### config.mk
export PLATFORM = sky130hd
export DESIGN_NAME = base_ram_arbiter
export DESIGN_NICKNAME = d
export VERILOG_FILES = /design/src/rtl/base_ram_arbiter_pkg.sv /design/src/rtl/base_ram_arbiter_arb_prio_guard.sv /design/src/rtl/base_ram_arbiter.sv
export SDC_FILE = /design/constraint.sdc
export NUM_CORES = 1
export LEC_CHECK = 0
export ABC_AREA = 1
export CAP_MARGIN = 20
export CORE_MARGIN = 2
export CORE_UTILIZATION = 45
export DETAILED_ROUTE_END_ITERATION = 8
export PLACE_DENSITY = 0.86
export SLEW_MARGIN = 30
export SYNTH_ARGS = -nofsm -noshare
export SYNTH_HDL_FRONTEND = slang
export SYNTH_SLANG_ARGS = --single-unit
### constraint.sdc
create_clock -name clk -period 6.8 [get_ports clk]
set_input_delay 1.02 -clock clk [delete_from_list [all_inputs] [get_ports clk]]
set_output_delay 1.02 -clock clk [all_outputs]
set_load 0.05 [all_outputs]
### src/rtl/base_ram_arbiter_pkg.sv
// Shared encodings for the BaseRAM arbiter: FSM states, access owner and the
// values the SRAM pins rest at when no access is in flight.
package base_ram_arbiter_pkg;

  localparam logic [2:0] ST_IDLE    = 3'd0;
  localparam logic [2:0] ST_RD      = 3'd1;
  localparam logic [2:0] ST_WR      = 3'd2;
  localparam logic [2:0] ST_WR_HOLD = 3'd3;
  localparam logic [2:0] ST_DONE    = 3'd4;

  localparam logic OWN_IFU = 1'b0;
  localparam logic OWN_LSU = 1'b1;

  localparam logic       IDLE_CE_N = 1'b1;
  localparam logic       IDLE_OE_N = 1'b1;
  localparam logic       IDLE_WE_N = 1'b1;
  localparam logic [3:0] IDLE_BE_N = 4'hF;

  // Chip select is asserted only while the SRAM is actually being accessed.
  function automatic logic pins_active(input logic [2:0] st);
    return (st == ST_RD) || (st == ST_WR) || (st == ST_WR_HOLD);
  endfunction

endpackage

### src/rtl/base_ram_arbiter_arb_prio_guard.sv
// Grant decision for the IDLE state: LSU has priority, but after LSU_STREAK
// consecutive LSU grants with the IFU waiting, the IFU is forced through.
module arb_prio_guard #(
  parameter int LSU_STREAK = 4
) (
  input  logic clk,
  input  logic rst,
  input  logic sample_i,
  input  logic ifu_req_i,
  input  logic lsu_req_i,
  output logic grant_ifu_o,
  output logic grant_lsu_o
);

  localparam logic [3:0] STREAK_MAX = 4'(LSU_STREAK);

  logic [3:0] streak_q, streak_d;
  logic       ifu_forced;

  always_comb begin
    ifu_forced  = ifu_req_i && (streak_q >= STREAK_MAX);
    grant_lsu_o = sample_i && lsu_req_i && !ifu_forced;
    grant_ifu_o = sample_i && ifu_req_i && !grant_lsu_o;

    streak_d = streak_q;
    if (grant_ifu_o) begin
      streak_d = 4'd0;
    end else if (grant_lsu_o) begin
      if (!ifu_req_i)
        streak_d = 4'd0;
      else if (streak_q != 4'hF)
        streak_d = streak_q + 4'd1;
    end
  end

  always_ff @(posedge clk or posedge rst) begin
    if (rst) streak_q <= 4'd0;
    else     streak_q <= streak_d;
  end

endmodule

### src/rtl/base_ram_arbiter.sv
// Registered arbiter sharing the single BaseRAM port between instruction fetch
// and load/store, with multi-cycle SRAM read/write timing.
module base_ram_arbiter
  import base_ram_arbiter_pkg::*;
#(
  parameter int READ_WAIT  = 2,
  parameter int WRITE_WAIT = 2,
  parameter int LSU_STREAK = 4
) (
  input  logic        clk,
  input  logic        rst,
  input  logic        ifu_req_i,
  input  logic [31:0] ifu_addr_i,
  output logic [31:0] ifu_rdata_o,
  output logic        ifu_resp_o,
  input  logic        lsu_req_i,
  input  logic        lsu_we_n_i,
  input  logic [3:0]  lsu_be_n_i,
  input  logic [31:0] lsu_addr_i,
  input  logic [31:0] lsu_wdata_i,
  output logic [31:0] lsu_rdata_o,
  output logic        lsu_resp_o,
  output logic [31:0] base_ram_wdata,
  input  logic [31:0] base_ram_rdata,
  output logic [19:0] base_ram_addr,
  output logic [3:0]  base_ram_be_n,
  output logic        base_ram_ce_n,
  output logic        base_ram_oe_n,
  output logic        base_ram_we_n
);

  localparam logic [2:0] RD_LOAD = 3'(READ_WAIT - 1);
  localparam logic [2:0] WR_LOAD = 3'(WRITE_WAIT - 1);

  logic [2:0]  state_q, state_d;
  logic        owner_q, owner_d;
  logic [2:0]  cnt_q, cnt_d;
  logic [19:0] addr_q, addr_d;
  logic [3:0]  be_n_q, be_n_d;
  logic [31:0] wdata_q, wdata_d;
  logic        ce_n_q, ce_n_d, oe_n_q, oe_n_d, we_n_q, we_n_d;
  logic [31:0] ifu_rdata_q, ifu_rdata_d, lsu_rdata_q, lsu_rdata_d;
  logic        ifu_resp_q, ifu_resp_d, lsu_resp_q, lsu_resp_d;
  logic        grant_ifu, grant_lsu;
  logic        unused_addr_bits;

  assign unused_addr_bits = ^{ifu_addr_i[31:22], ifu_addr_i[1:0],
                              lsu_addr_i[31:22], lsu_addr_i[1:0]};

  arb_prio_guard #(.LSU_STREAK(LSU_STREAK)) u_guard (
    .clk         (clk),
    .rst         (rst),
    .sample_i    (state_q == ST_IDLE),
    .ifu_req_i   (ifu_req_i),
    .lsu_req_i   (lsu_req_i),
    .grant_ifu_o (grant_ifu),
    .grant_lsu_o (grant_lsu)
  );

  always_comb begin
    state_d     = state_q;
    owner_d     = owner_q;
    cnt_d       = cnt_q;
    addr_d      = addr_q;
    be_n_d      = be_n_q;
    wdata_d     = wdata_q;
    ifu_rdata_d = ifu_rdata_q;
    lsu_rdata_d = lsu_rdata_q;

    case (state_q)
      ST_IDLE: begin
        if (grant_lsu) begin
          owner_d = OWN_LSU;
          addr_d  = lsu_addr_i[21:2];
          wdata_d = lsu_wdata_i;
          if (lsu_we_n_i) begin
            state_d = ST_RD;
            cnt_d   = RD_LOAD;
            be_n_d  = 4'b0000;
          end else begin
            state_d = ST_WR;
            cnt_d   = WR_LOAD;
            be_n_d  = lsu_be_n_i;
          end
        end else if (grant_ifu) begin
          owner_d = OWN_IFU;
          addr_d  = ifu_addr_i[21:2];
          be_n_d  = 4'b0000;
          state_d = ST_RD;
          cnt_d   = RD_LOAD;
        end
      end
      ST_RD: begin
        if (cnt_q == 3'd0) begin
          state_d = ST_DONE;
          be_n_d  = IDLE_BE_N;
          if (owner_q == OWN_LSU) lsu_rdata_d = base_ram_rdata;
          else                    ifu_rdata_d = base_ram_rdata;
        end else begin
          cnt_d = cnt_q - 3'd1;
        end
      end
      ST_WR: begin
        if (cnt_q == 3'd0) state_d = ST_WR_HOLD;
        else               cnt_d   = cnt_q - 3'd1;
      end
      ST_WR_HOLD: begin
        state_d = ST_DONE;
        be_n_d  = IDLE_BE_N;
      end
      ST_DONE: state_d = ST_IDLE;
      default: state_d = ST_IDLE;
    endcase

    // Pins and responses are decoded from the next state so they leave the flops aligned with it.
    ce_n_d     = !pins_active(state_d);
    oe_n_d     = (state_d != ST_RD);
    we_n_d     = (state_d != ST_WR);
    ifu_resp_d = (state_d == ST_DONE) && (owner_d == OWN_IFU);
    lsu_resp_d = (state_d == ST_DONE) && (owner_d == OWN_LSU);
  end

  always_ff @(posedge clk or posedge rst) begin
    if (rst) begin
      state_q     <= ST_IDLE;
      owner_q     <= OWN_IFU;
      cnt_q       <= 3'd0;
      addr_q      <= 20'd0;
      be_n_q      <= IDLE_BE_N;
      wdata_q     <= 32'd0;
      ce_n_q      <= IDLE_CE_N;
      oe_n_q      <= IDLE_OE_N;
      we_n_q      <= IDLE_WE_N;
      ifu_rdata_q <= 32'd0;
      lsu_rdata_q <= 32'd0;
      ifu_resp_q  <= 1'b0;
      lsu_resp_q  <= 1'b0;
    end else begin
      state_q     <= state_d;
      owner_q     <= owner_d;
      cnt_q       <= cnt_d;
      addr_q      <= addr_d;
      be_n_q      <= be_n_d;
      wdata_q     <= wdata_d;
      ce_n_q      <= ce_n_d;
      oe_n_q      <= oe_n_d;
      we_n_q      <= we_n_d;
      ifu_rdata_q <= ifu_rdata_d;
      lsu_rdata_q <= lsu_rdata_d;
      ifu_resp_q  <= ifu_resp_d;
      lsu_resp_q  <= lsu_resp_d;
    end
  end

  assign base_ram_addr  = addr_q;
  assign base_ram_be_n  = be_n_q;
  assign base_ram_wdata = wdata_q;
  assign base_ram_ce_n  = ce_n_q;
  assign base_ram_oe_n  = oe_n_q;
  assign base_ram_we_n  = we_n_q;
  assign ifu_rdata_o    = ifu_rdata_q;
  assign lsu_rdata_o    = lsu_rdata_q;
  assign ifu_resp_o     = ifu_resp_q;
  assign lsu_resp_o     = lsu_resp_q;

endmodule

# Yosys cells after proc, flatten, opt, wreduce, memory -nomap -nowiden
# Cells that the tools add are included.
word_totals:
  register_bits: 136
  out_inout_bits: 125
  elab_cells: 82
op_classes:
  addsub: 2
  n_lt_le_gt_ge: 1
  eq_ne: 14
  muxes: 24
  bitwise: 2
  n_reduce_logical: 25
op_table:
  columns: ["operator", "count"]
  rows:
  - ["$mux W20", 2]
  - ["$mux W4", 8]
  - ["$mux W3", 7]
  - ["$eq A3 B2 Y1 const B", 4]
  - ["$pmux W3 S4", 1]
  - ["$pmux W4 S3", 1]
  - ["$reduce_and A3 Y1", 4]
  - ["$logic_and A1 B1 Y1", 7]
  - ["$eq A3 B1 Y1 const B", 2]
  - ["$logic_not A3 Y1", 2]
  - ["$ne A3 B1 Y1 const B", 2]
  - ["$pmux W3 S2", 1]
  - ["$reduce_and A2 Y1", 3]
  - ["$add A4 B1 Y4 const B", 1]
  - ["$ge A4 B3 Y1 const B", 1]
  - ["$ne A2 B2 Y1 const B", 2]
  - ["$ne A4 B4 Y1 const B", 1]
  - ["$reduce_bool A2 Y1", 2]
  - ["$eq A3 B3 Y1 const B", 1]
  - ["$logic_not A1 Y1", 3]
  - ["$mux W1", 3]
  - ["$ne A3 B2 Y1 const B", 1]
  - ["$ne A3 B3 Y1 const B", 1]
  - ["$reduce_bool A3 Y1", 1]
  - ["5 further kinds", 7]

# Logic depth before layout (Yosys ltp)
# Gate-level depths: netlist of run 1.
depth:
  depth_word: 13
  ltp_mapped: 11
  ltp_nobuf: 11

# Hierarchy
# A second synthesis of run 1 with hierarchy kept.
hier_totals:
  cells_unflattened: 617
  area_unflattened_um2: 5705.5
modules_own_cells:
  columns: ["mod", "instances", "cells_each", "area_each_um2"]
  rows:
  - ["base_ram_arbiter", 1, 584, 5474.0]
  - ["arb_prio_guard", 1, 33, 231.5]

# Least setup slack after synthesis of run 1
# OpenSTA, ideal clock, no wires.
synth_path:
  kind: "input to register"
  from: "input ifu_req_i"
  to: "register addr_q[19], in the netlist base_ram_addr[19]"
  arrival_ns: 1.737
  t_required_ns: 6.682
  path_slack_ns: 4.946
  cell_stages: 6
  path_buffers: 1
  path_cell_list: "inv_1 nor2_2 clkbuf_1 o21bai_1 nand3_1 nand2_1"
synth_via:
  elab_chain_len: 7
synth_lines:
  columns: ["element", "line_no", "rtl"]
  rows:
  - ["from (decl)", "base_ram_arbiter.sv:12", "input logic ifu_req_i,"]
  - ["$logic_and A1 B1 Y1", "base_ram_arbiter_arb_prio_guard.sv:21", "ifu_forced = ifu_req_i && (streak_q >= STREAK_MAX);"]
  - ["$logic_not A1 Y1", "base_ram_arbiter_arb_prio_guard.sv:22", "grant_lsu_o = sample_i && lsu_req_i && !ifu_forced;"]
  - ["$logic_and A1 B1 Y1", "base_ram_arbiter_arb_prio_guard.sv:22", null]
  - ["$logic_not A1 Y1", "base_ram_arbiter_arb_prio_guard.sv:23", "grant_ifu_o = sample_i && ifu_req_i && !grant_lsu_o;"]
  - ["$logic_and A1 B1 Y1", "base_ram_arbiter_arb_prio_guard.sv:23", null]
  - ["$reduce_bool A2 Y1 (no line)", null, null]
  - ["$reduce_and A2 Y1 (no line)", null, null]
  - ["to (signal assigned)", "base_ram_arbiter.sv:142", "addr_q <= addr_d;"]
  - ["to (decl)", "base_ram_arbiter.sv:38", "logic [19:0] addr_q, addr_d;"]
# Parallel ways exist; a longest one is shown, timed or not.
# A chain may end at the register's enable or synchronous reset.

# Final worst setup path of run 1
layout_path:
  from: "input ifu_req_i"
  to: "register ifu_resp_q, in the netlist ifu_resp_o"
layout_via:
  elab_chain_len: 10
layout_lines:
  columns: ["element", "line_no", "rtl"]
  rows:
  - ["$logic_and A1 B1 Y1", "base_ram_arbiter_arb_prio_guard.sv:21", null]
  - ["$logic_not A1 Y1", "base_ram_arbiter_arb_prio_guard.sv:22", null]
  - ["$logic_and A1 B1 Y1", "base_ram_arbiter_arb_prio_guard.sv:22", null]
  - ["$logic_not A1 Y1", "base_ram_arbiter_arb_prio_guard.sv:23", null]
  - ["$logic_and A1 B1 Y1", "base_ram_arbiter_arb_prio_guard.sv:23", null]
  - ["$mux W1", "base_ram_arbiter.sv:85", "end else if (grant_ifu) begin"]
  - ["$mux W1 (*)", "base_ram_arbiter.sv:72", "if (grant_lsu) begin"]
  - ["$mux W1 (*)", "base_ram_arbiter.sv:70", "case (state_q)"]
  - ["via owner_d", "base_ram_arbiter.sv:36", "logic owner_q, owner_d;"]
  - ["$not A1 Y1 (*)", "base_ram_arbiter.sv:119", "ifu_resp_d = (state_d == ST_DONE) && (owner_d == OWN_IFU);"]
  - ["$logic_and A1 B1 Y1 (*)", "base_ram_arbiter.sv:119", null]
  - ["via ifu_resp_d", "base_ram_arbiter.sv:43", "logic ifu_resp_q, ifu_resp_d, lsu_resp_q, lsu_resp_d;"]
  - ["to (signal assigned)", "base_ram_arbiter.sv:150", "ifu_resp_q <= ifu_resp_d;"]
  - ["to (decl)", "base_ram_arbiter.sv:43", null]
# The timed path passes the listed nets; every way through them passes the cells marked *.

==> results of run 1 <==
## worst max-delay path, cell delays in order
cell and delay (ns):
clkdlybuf4s50_1 0.55, inv_1 0.10, nor2_2 0.76, nor2_4 0.08, inv_2 0.50, nand2_1 0.15, nor2_1 0.12
## how the worst min path moves through the flow
stage	startpoint	to	slack, ns	cells after the start
after floorplan	cnt_q[1]	cnt_q[1]	0.44	2
after global routing	base_ram_wdata[2]	base_ram_wdata[2]	0.49	2
after global placement	base_ram_wdata[11]	base_ram_wdata[11]	0.45	2
final	base_ram_wdata[0]	base_ram_wdata[0]	0.47	2
after CTS	base_ram_wdata[27]	base_ram_wdata[27]	0.47	2
after detailed placement	base_ram_wdata[27]	base_ram_wdata[27]	0.46	2
## power breakdown
part	internal [W]	leakage [nW]	switching, W
Clock	0.000593	0.276	0.000338
Sequential	0.00122	1.66	0.000215
Combinational	0.000917	2.39	0.00204
Total	0.00273	4.33	0.00259
## flip-flops by register name, summed over array words and instances (netlist names)
register / cells
owner_q: 1
base_ram_ce_n: 1
base_ram_addr: 20
ifu_rdata_o: 32
ifu_resp_o: 1
cnt_q: 3
lsu_rdata_o: 32
base_ram_be_n: 4
state_q: 3
base_ram_oe_n: 1
base_ram_wdata: 32
base_ram_we_n: 1
lsu_resp_o: 1
u_guard.streak_q: 4
## area by class of cell
type / count / area [um2] / share of cell area
inverters: 84 / 320 / 0.0365
clock buffers: 20 / 457 / 0.0521
well taps: 172 / 215 / 0.0246
flip-flops and latches: 136 / 3410 / 0.389
repair buffers: 239 / 2390 / 0.273
clock inverters: 11 / 149 / 0.0170
multi-input cells: 406 / 1820 / 0.208
## per-layer routing
layer	vias up	part of all wire
li1	2467	-
met1	2354	0.41
met2	164	0.50
met3	33	0.067
met4	0	0.029
met5	-	0
## synth_stat cells
| library cell | count | share of area |
|---|---|---|
| nand2_2 | 2 | 0.0022 |
| nor2_4 | 2 | 0.0040 |
| buf_6 | 1 | 0.0020 |
| nor2_1 | 9 | 0.0059 |
| dfstp_2 | 7 | 0.032 |
| a21boi_1 | 1 | 0.0013 |
| nand4_1 | 2 | 0.0022 |
| inv_1 | 80 | 0.053 |
| clkbuf_1 | 10 | 0.0066 |
| buf_2 | 15 | 0.013 |
| a21oi_1 | 2 | 0.0018 |
| inv_2 | 4 | 0.0026 |
| ha_1 | 3 | 0.0066 |
| o211ai_1 | 2 | 0.0026 |
| nand3_1 | 28 | 0.025 |
| o21bai_1 | 20 | 0.026 |
| buf_4 | 3 | 0.0040 |
| o21ai_0 | 60 | 0.053 |
| o21ai_1 | 6 | 0.0053 |
| nand3_4 | 2 | 0.0062 |
| dfrtp_1 | 129 | 0.57 |
| nand2_1 | 265 | 0.17 |
| nor2_2 | 1 | 0.0011 |
| xnor2_1 | 1 | 0.0015 |
## placed cells by master, fill, tap and decap left out, types with 2 or more instances in the layout
cell type	netlist	final
a21oi_1	2	2
bufinv_16	0	3
clkbuf_16	0	17
clkbuf_8	0	2
clkdlybuf4s50_1	0	237
clkinvlp_4	0	6
dfrtp_1	129	129
dfstp_2	7	7
ha_1	3	3
inv_1	80	79
inv_2	4	4
nand2_1	265	265
nand3_1	28	28
nand3_4	2	2
nand4_1	2	2
nor2_1	9	9
nor2_4	2	2
o211ai_1	2	2
o21ai_0	60	60
o21ai_1	6	6
o21bai_1	20	20
## logic make-up after synthesis
family                     count (synthesis)  synth area share
AOI/OAI and AO/OA                         91            0.0901
xor gates and xnor gates                   1           0.00154
buffers and inverters                    113            0.0811
DFF                                      136             0.600
adders and majority gates                  3           0.00660
and+or+nand+nor                          311             0.221
## per-stage QoR
step | instances | setup WS [ns] | hold slack [ns]
6_report | 1068 | 3.85 | 0.465
4_1_cts | 1068 | 3.86 | 0.472
5_1_grt | 1068 | 3.69 | 0.493
2_1_floorplan | 655 | 2.15 | 0.442
3_5_place_dp | 1037 | 3.42 | 0.458
3_3_place_gp | 1037 | 3.45 | 0.452
==> results.md, run 1 <==
- Post-layout util: 0.703
- Status: finished clean
- Worst slew pin tran: 0.963 ns
- Worst slew margin: 0.357
- Clock Tree Root: clkbuf_16
- Crit path from: ifu_req_i
- Fin crit period: 2.95 ns
- Design Power: 0.00532 W
- Setup Viol. Count Final: 0
- Later-pin clock latency in the skew report: 0.41 ns
- Final TNS setup: 0 ns
- Busiest layer in global routing: met2
- Crit path capture: ifu_resp_o
- Worst r2r dst: state_q[0]
- Largest net degree at the start of global routing: 76
- Number of global-route vias before repair: 4769
- Fin. max-slew vios: 0
- Routed WL per cell: 13.6 um
- Final Hold Fails: 0
- Synthesized flop and latch total: 136
- CP Capture Type: flop
- Fill cells: 966
- Max cap viols: 0
- CTS tree: done
- # diodes: 0
- CTS H-tree lvls: 4
- Setup CP Type: in -> reg
- Avg Cell Area, Syn: 8.69 um2
- Hold crit path type: reg -> reg
- Sequential share of the synthesized area: 0.600
- Grt met3 use: 0.0664
- Core Footprint: 0.0125 mm2
- YS warnings: 0
- Hold buffer count at cts: 0
- Critical Path Start Type: input pin
- DR DRC count: 0
- Finished Cell Area: 0.00877 mm2
- Clock skew: 0.00634 ns
- CTS clk-pin slew, worst paths: 0.06 ns
- Die X: 116 um
- Maximum clock insertion buffer count: 2
- Mapped Cells: 655
- Vert. Die Dim: 116 um
- Drt total wl: 14.6 mm
- DP HPWL: 10.0 mm
- Routability cong.: 0.778
- Initial antenna violation count: 0
- Reg-to-reg startpoint: state_q[0]
- Grt total ovfl: 0
- Cell Pwr Density: 607 mW/mm2
- Met2 Resource Use GR: 0.354
- Critical Path AT: 3.29 ns
- Final #Nets: 1024
- Drt first pass iters: 4
- CTS sink cnt: 136
- Number of gates resized after cts: 0
- Post-DP Area: 0.00816 mm2
- Leak: 4.33 nW
- Port buffer count: 237
- Yosys cell types: 24
- IO Pins: 262
- Post-Syn Nets: 795
- Starting DRC count in detailed routing: 289
- Reg2Reg Setup Slack: 4.66 ns
- Post-route ant nets: 0
- Vias: 5018
- Unrepaired setup endpoints after global routing: false
- Via density per instance: 4.70
- Initial Utilization: 0.456
- R2R cell count: 7
- Row cnt: 41
- Crit-path max FO: 34
- Area delta synth->final: 54.0%
- Global Route met1 Usage: 0.264
- Die area: 0.0136 mm2
- Fmax: 339 MHz
- First-pass GRT wire length: 22.8 mm
- Critical Path RT: 7.14 ns
- Mapped cell area: 0.00569 mm2
- VDD IR max: 0.315 mV
- Total CTS buffers: 17
- Final Cycle Share: 0.433
- Global Route Usage Sum: 0.217
- Post-CTS Setup Bufs: 0
- Ratio of cells with drive above 1 in the final layout: 0.0569
Note: power is estimated with default switching activity, not from simulation.
==> inputs of run 2 (changes only) <==
Settings changed: CORE_UTILIZATION 45 to 42, PLACE_DENSITY 0.86 to 0.81.
Clock period 6.8 ns to 2.9 ns, I/O delays scaled along.
==> run 2 against run 1 <==
Compared with the run above:
- count of clock-buffer cells in the layout rose by 8
- worst setup slack got worse by 3.1 ns
- sequential power rose by 130%
- critical endpoint is now base_ram_be_n[0]
- global-route usage fell by 1.2 points
- utilization fell by 4.0 points
- combinational power rose by 140%
==> results.md, run 2 (synthesized netlist as in run 1, its figures left out) <==
- Post-route ant nets: 0 (unchanged)
- Initial Utilization: 0.430 (was 0.456)
- Clock Tree Root: clkbuf_16 (unchanged)
- Grt total ovfl: 0 (unchanged)
- Hold buffer count at cts: 0 (unchanged)
- CP delay by family, top: buffers and inverters (unchanged)
- Critical Path RT: 2.47 ns (was 7.14 ns)
- Critical Path AT: 1.75 ns (was 3.29 ns)
- Later-pin clock latency in the skew report: 0.41 ns (about the same)
- CP max stage cell: clkdlybuf4s50_1 (was nor2_2)
- Worst slew pin tran: 0.655 ns (was 0.963 ns)
- Post-CTS Setup Bufs: 0 (unchanged)
- Final Cycle Share: 0.754
- Critical path's largest stage delay: 0.82 ns (was 0.76 ns)
- Setup Viol. Count Final: 0 (unchanged)
- Vert. Die Dim: 120 um (was 116 um)
- Ratio of cells with drive above 1 in the final layout: 0.0545 (was 0.0569)
- Core Footprint: 0.0132 mm2 (was 0.0125 mm2)
- Unrepaired setup endpoints after global routing: false (unchanged)
- Fin. max-slew vios: 0 (unchanged)
- DP HPWL: 10.0 mm (about the same)
- Die X: 120 um (was 116 um)
- Reg2Reg Setup Slack: 0.77 ns (was 4.66 ns)
- Worst hold start: base_ram_wdata[16] (was base_ram_wdata[0])
- Worst slew margin: 0.562 (was 0.357)
- Hold crit path type: reg -> reg (unchanged)
- Global Route Usage Sum: 0.205 (was 0.217)
- Final TNS setup: 0 ns (unchanged)
- Non-Filler Instances: 1075 (was 1068)
- First-pass GRT wire length: 23.5 mm (was 22.8 mm)
- Area delta synth->final: 54.4% (was 54.0%)
- Fin crit period: 2.19 ns
- VDD IR max: 0.777 mV (was 0.315 mV)
- Row cnt: 42 (was 41)
- Worst path bufs/invs: 1 (was 3)
- R2R cell count: 7 (unchanged)
- Routability cong.: 0.766 (was 0.778)
- Reg-to-reg startpoint: state_q[2] (was state_q[0])
- Die area: 0.0145 mm2 (was 0.0136 mm2)
- Placed cells: 1045 (was 1037)
- Fill cells: 1092 (was 966)
- Total CTS buffers: 17 (unchanged)
- Crit-path max FO: 2 (was 34)
- # diodes: 0 (unchanged)
- Vias: 4882 (was 5018)
- Leak: 4.35 nW (was 4.33 nW)
- Cell Pwr Density: 1410 mW/mm2 (was 607 mW/mm2)
- Routed WL per cell: 13.4 um (was 13.6 um)
- DR DRC count: 0 (unchanged)
- Via density per instance: 4.54 (was 4.70)
- Crit-path cells: clkdlybuf4s50_1 (was clkdlybuf4s50_1 -> inv_1 -> nor2_2 -> nor2_4 -> inv_2 -> nand2_1 -> nor2_1)
- CTS clk-pin slew, worst paths: 0.05 ns (was 0.06 ns)
- CTS H-tree lvls: 4 (unchanged)
- Number of gates resized after cts: 0 (unchanged)
- IO Pins: 262 (unchanged)
- Starting DRC count in detailed routing: 296 (was 289)
- Worst r2r dst: state_q[0] (unchanged)
- Largest net degree at the start of global routing: 65 (was 76)
- Drt total wl: 14.4 mm (was 14.6 mm)
- Design Power: 0.0124 W (was 0.00532 W)
- Most frequent cells in the layout: nand2_1, clkdlybuf4s50_1, dfrtp_1 (unchanged)
- CTS sink cnt: 136 (unchanged)
- Status: finished clean (unchanged)
- Initial antenna violation count: 0 (unchanged)
- Setup CP Type: reg -> out (was in -> reg)
- Clock skew: 0.00747 ns (was 0.00634 ns)
- Worst Hold Endpoint: base_ram_wdata[16] (was base_ram_wdata[0])
- Drt first pass iters: 5 (was 4)
- Number of global-route vias before repair: 4845 (was 4769)
- CP Capture Type: primary output (was flop)
- Worst Hold Depth: 2 (unchanged)
- Port buffer count: 237 (unchanged)
- Max cap viols: 0 (unchanged)
- CTS tree: done (unchanged)
- Final #Nets: 1028 (was 1024)
- Most common cell after layout, fill and taps aside: nand2_1 (unchanged)
- Final Hold Fails: 0 (unchanged)
- Fmax: 457 MHz
- Critical Path Start Type: flop (was input pin)
- Maximum clock insertion buffer count: 2 (unchanged)
==> run 2: cell types whose count changed in the layout (fill, tap and decap cells not counted) <==
cell,previous run,this run
clkbuf_1,1,6
clkinvlp_4,6,1
buf_4,1,4
clkbuf_8,2,5
buf_12,0,2
buf_6,1,0
bufinv_16,3,2
clkinv_2,1,0
clkinv_4,1,0
inv_6,1,0
nand2_2,1,2
nand2_4,1,0
==> run 2: final cells by class <==
cell class	instances	area, um2	share of cell area
flip-flops and latches	136	3410	0.388
repair buffers	243	2440	0.278
multi-input cells	406	1820	0.207
clock buffers	28	517	0.0588
inverters	84	319	0.0363
well taps	176	220	0.0251
clock inverters	2	60.1	0.00683
==> run 2: worst max path at each step <==
stage	from	endpoint	slack, ns	cells after the start
after detailed placement	lsu_req_i	base_ram_we_n	0.38	7
after floorplan	rst	base_ram_addr[0]	0.78	1
final	base_ram_be_n[0]	base_ram_be_n[0]	0.71	1
after CTS	base_ram_be_n[0]	base_ram_be_n[0]	0.69	1
after global placement	lsu_req_i	state_q[0]	0.43	7
after global routing	state_q[2]	state_q[0]	0.59	7
==> run 2: routing by layer <==
layer,vias up,track usage,routed length (um)
li1,2476,-,-
met1,2219,0.244,5970
met2,160,0.349,7200
met3,27,0.0547,880
met4,0,0.0894,335
met5,-,0,0
==> run 2: metrics by stage <==
step	area, um2	setup WS, ns	util	hold WS, ns
6_report	8790	0.714	0.664	0.466
5_1_grt	8790	0.587	0.664	0.486
4_1_cts	8790	0.688	0.664	0.470
3_5_place_dp	8210	0.382	0.620	0.457
3_3_place_gp	8210	0.426	0.620	0.453
2_1_floorplan	5690	0.778	-	0.442
==> run 2: power breakdown <==
| part | total (W) | leakage [nW] | switching [W] | internal, W |
|---|---|---|---|---|
| combinational | 0.00694 | 2.41 | 0.00477 | 0.00217 |
| clock | 0.00207 | 0.281 | 0.000703 | 0.00137 |
| sequential | 0.00336 | 1.66 | 0.000494 | 0.00287 |
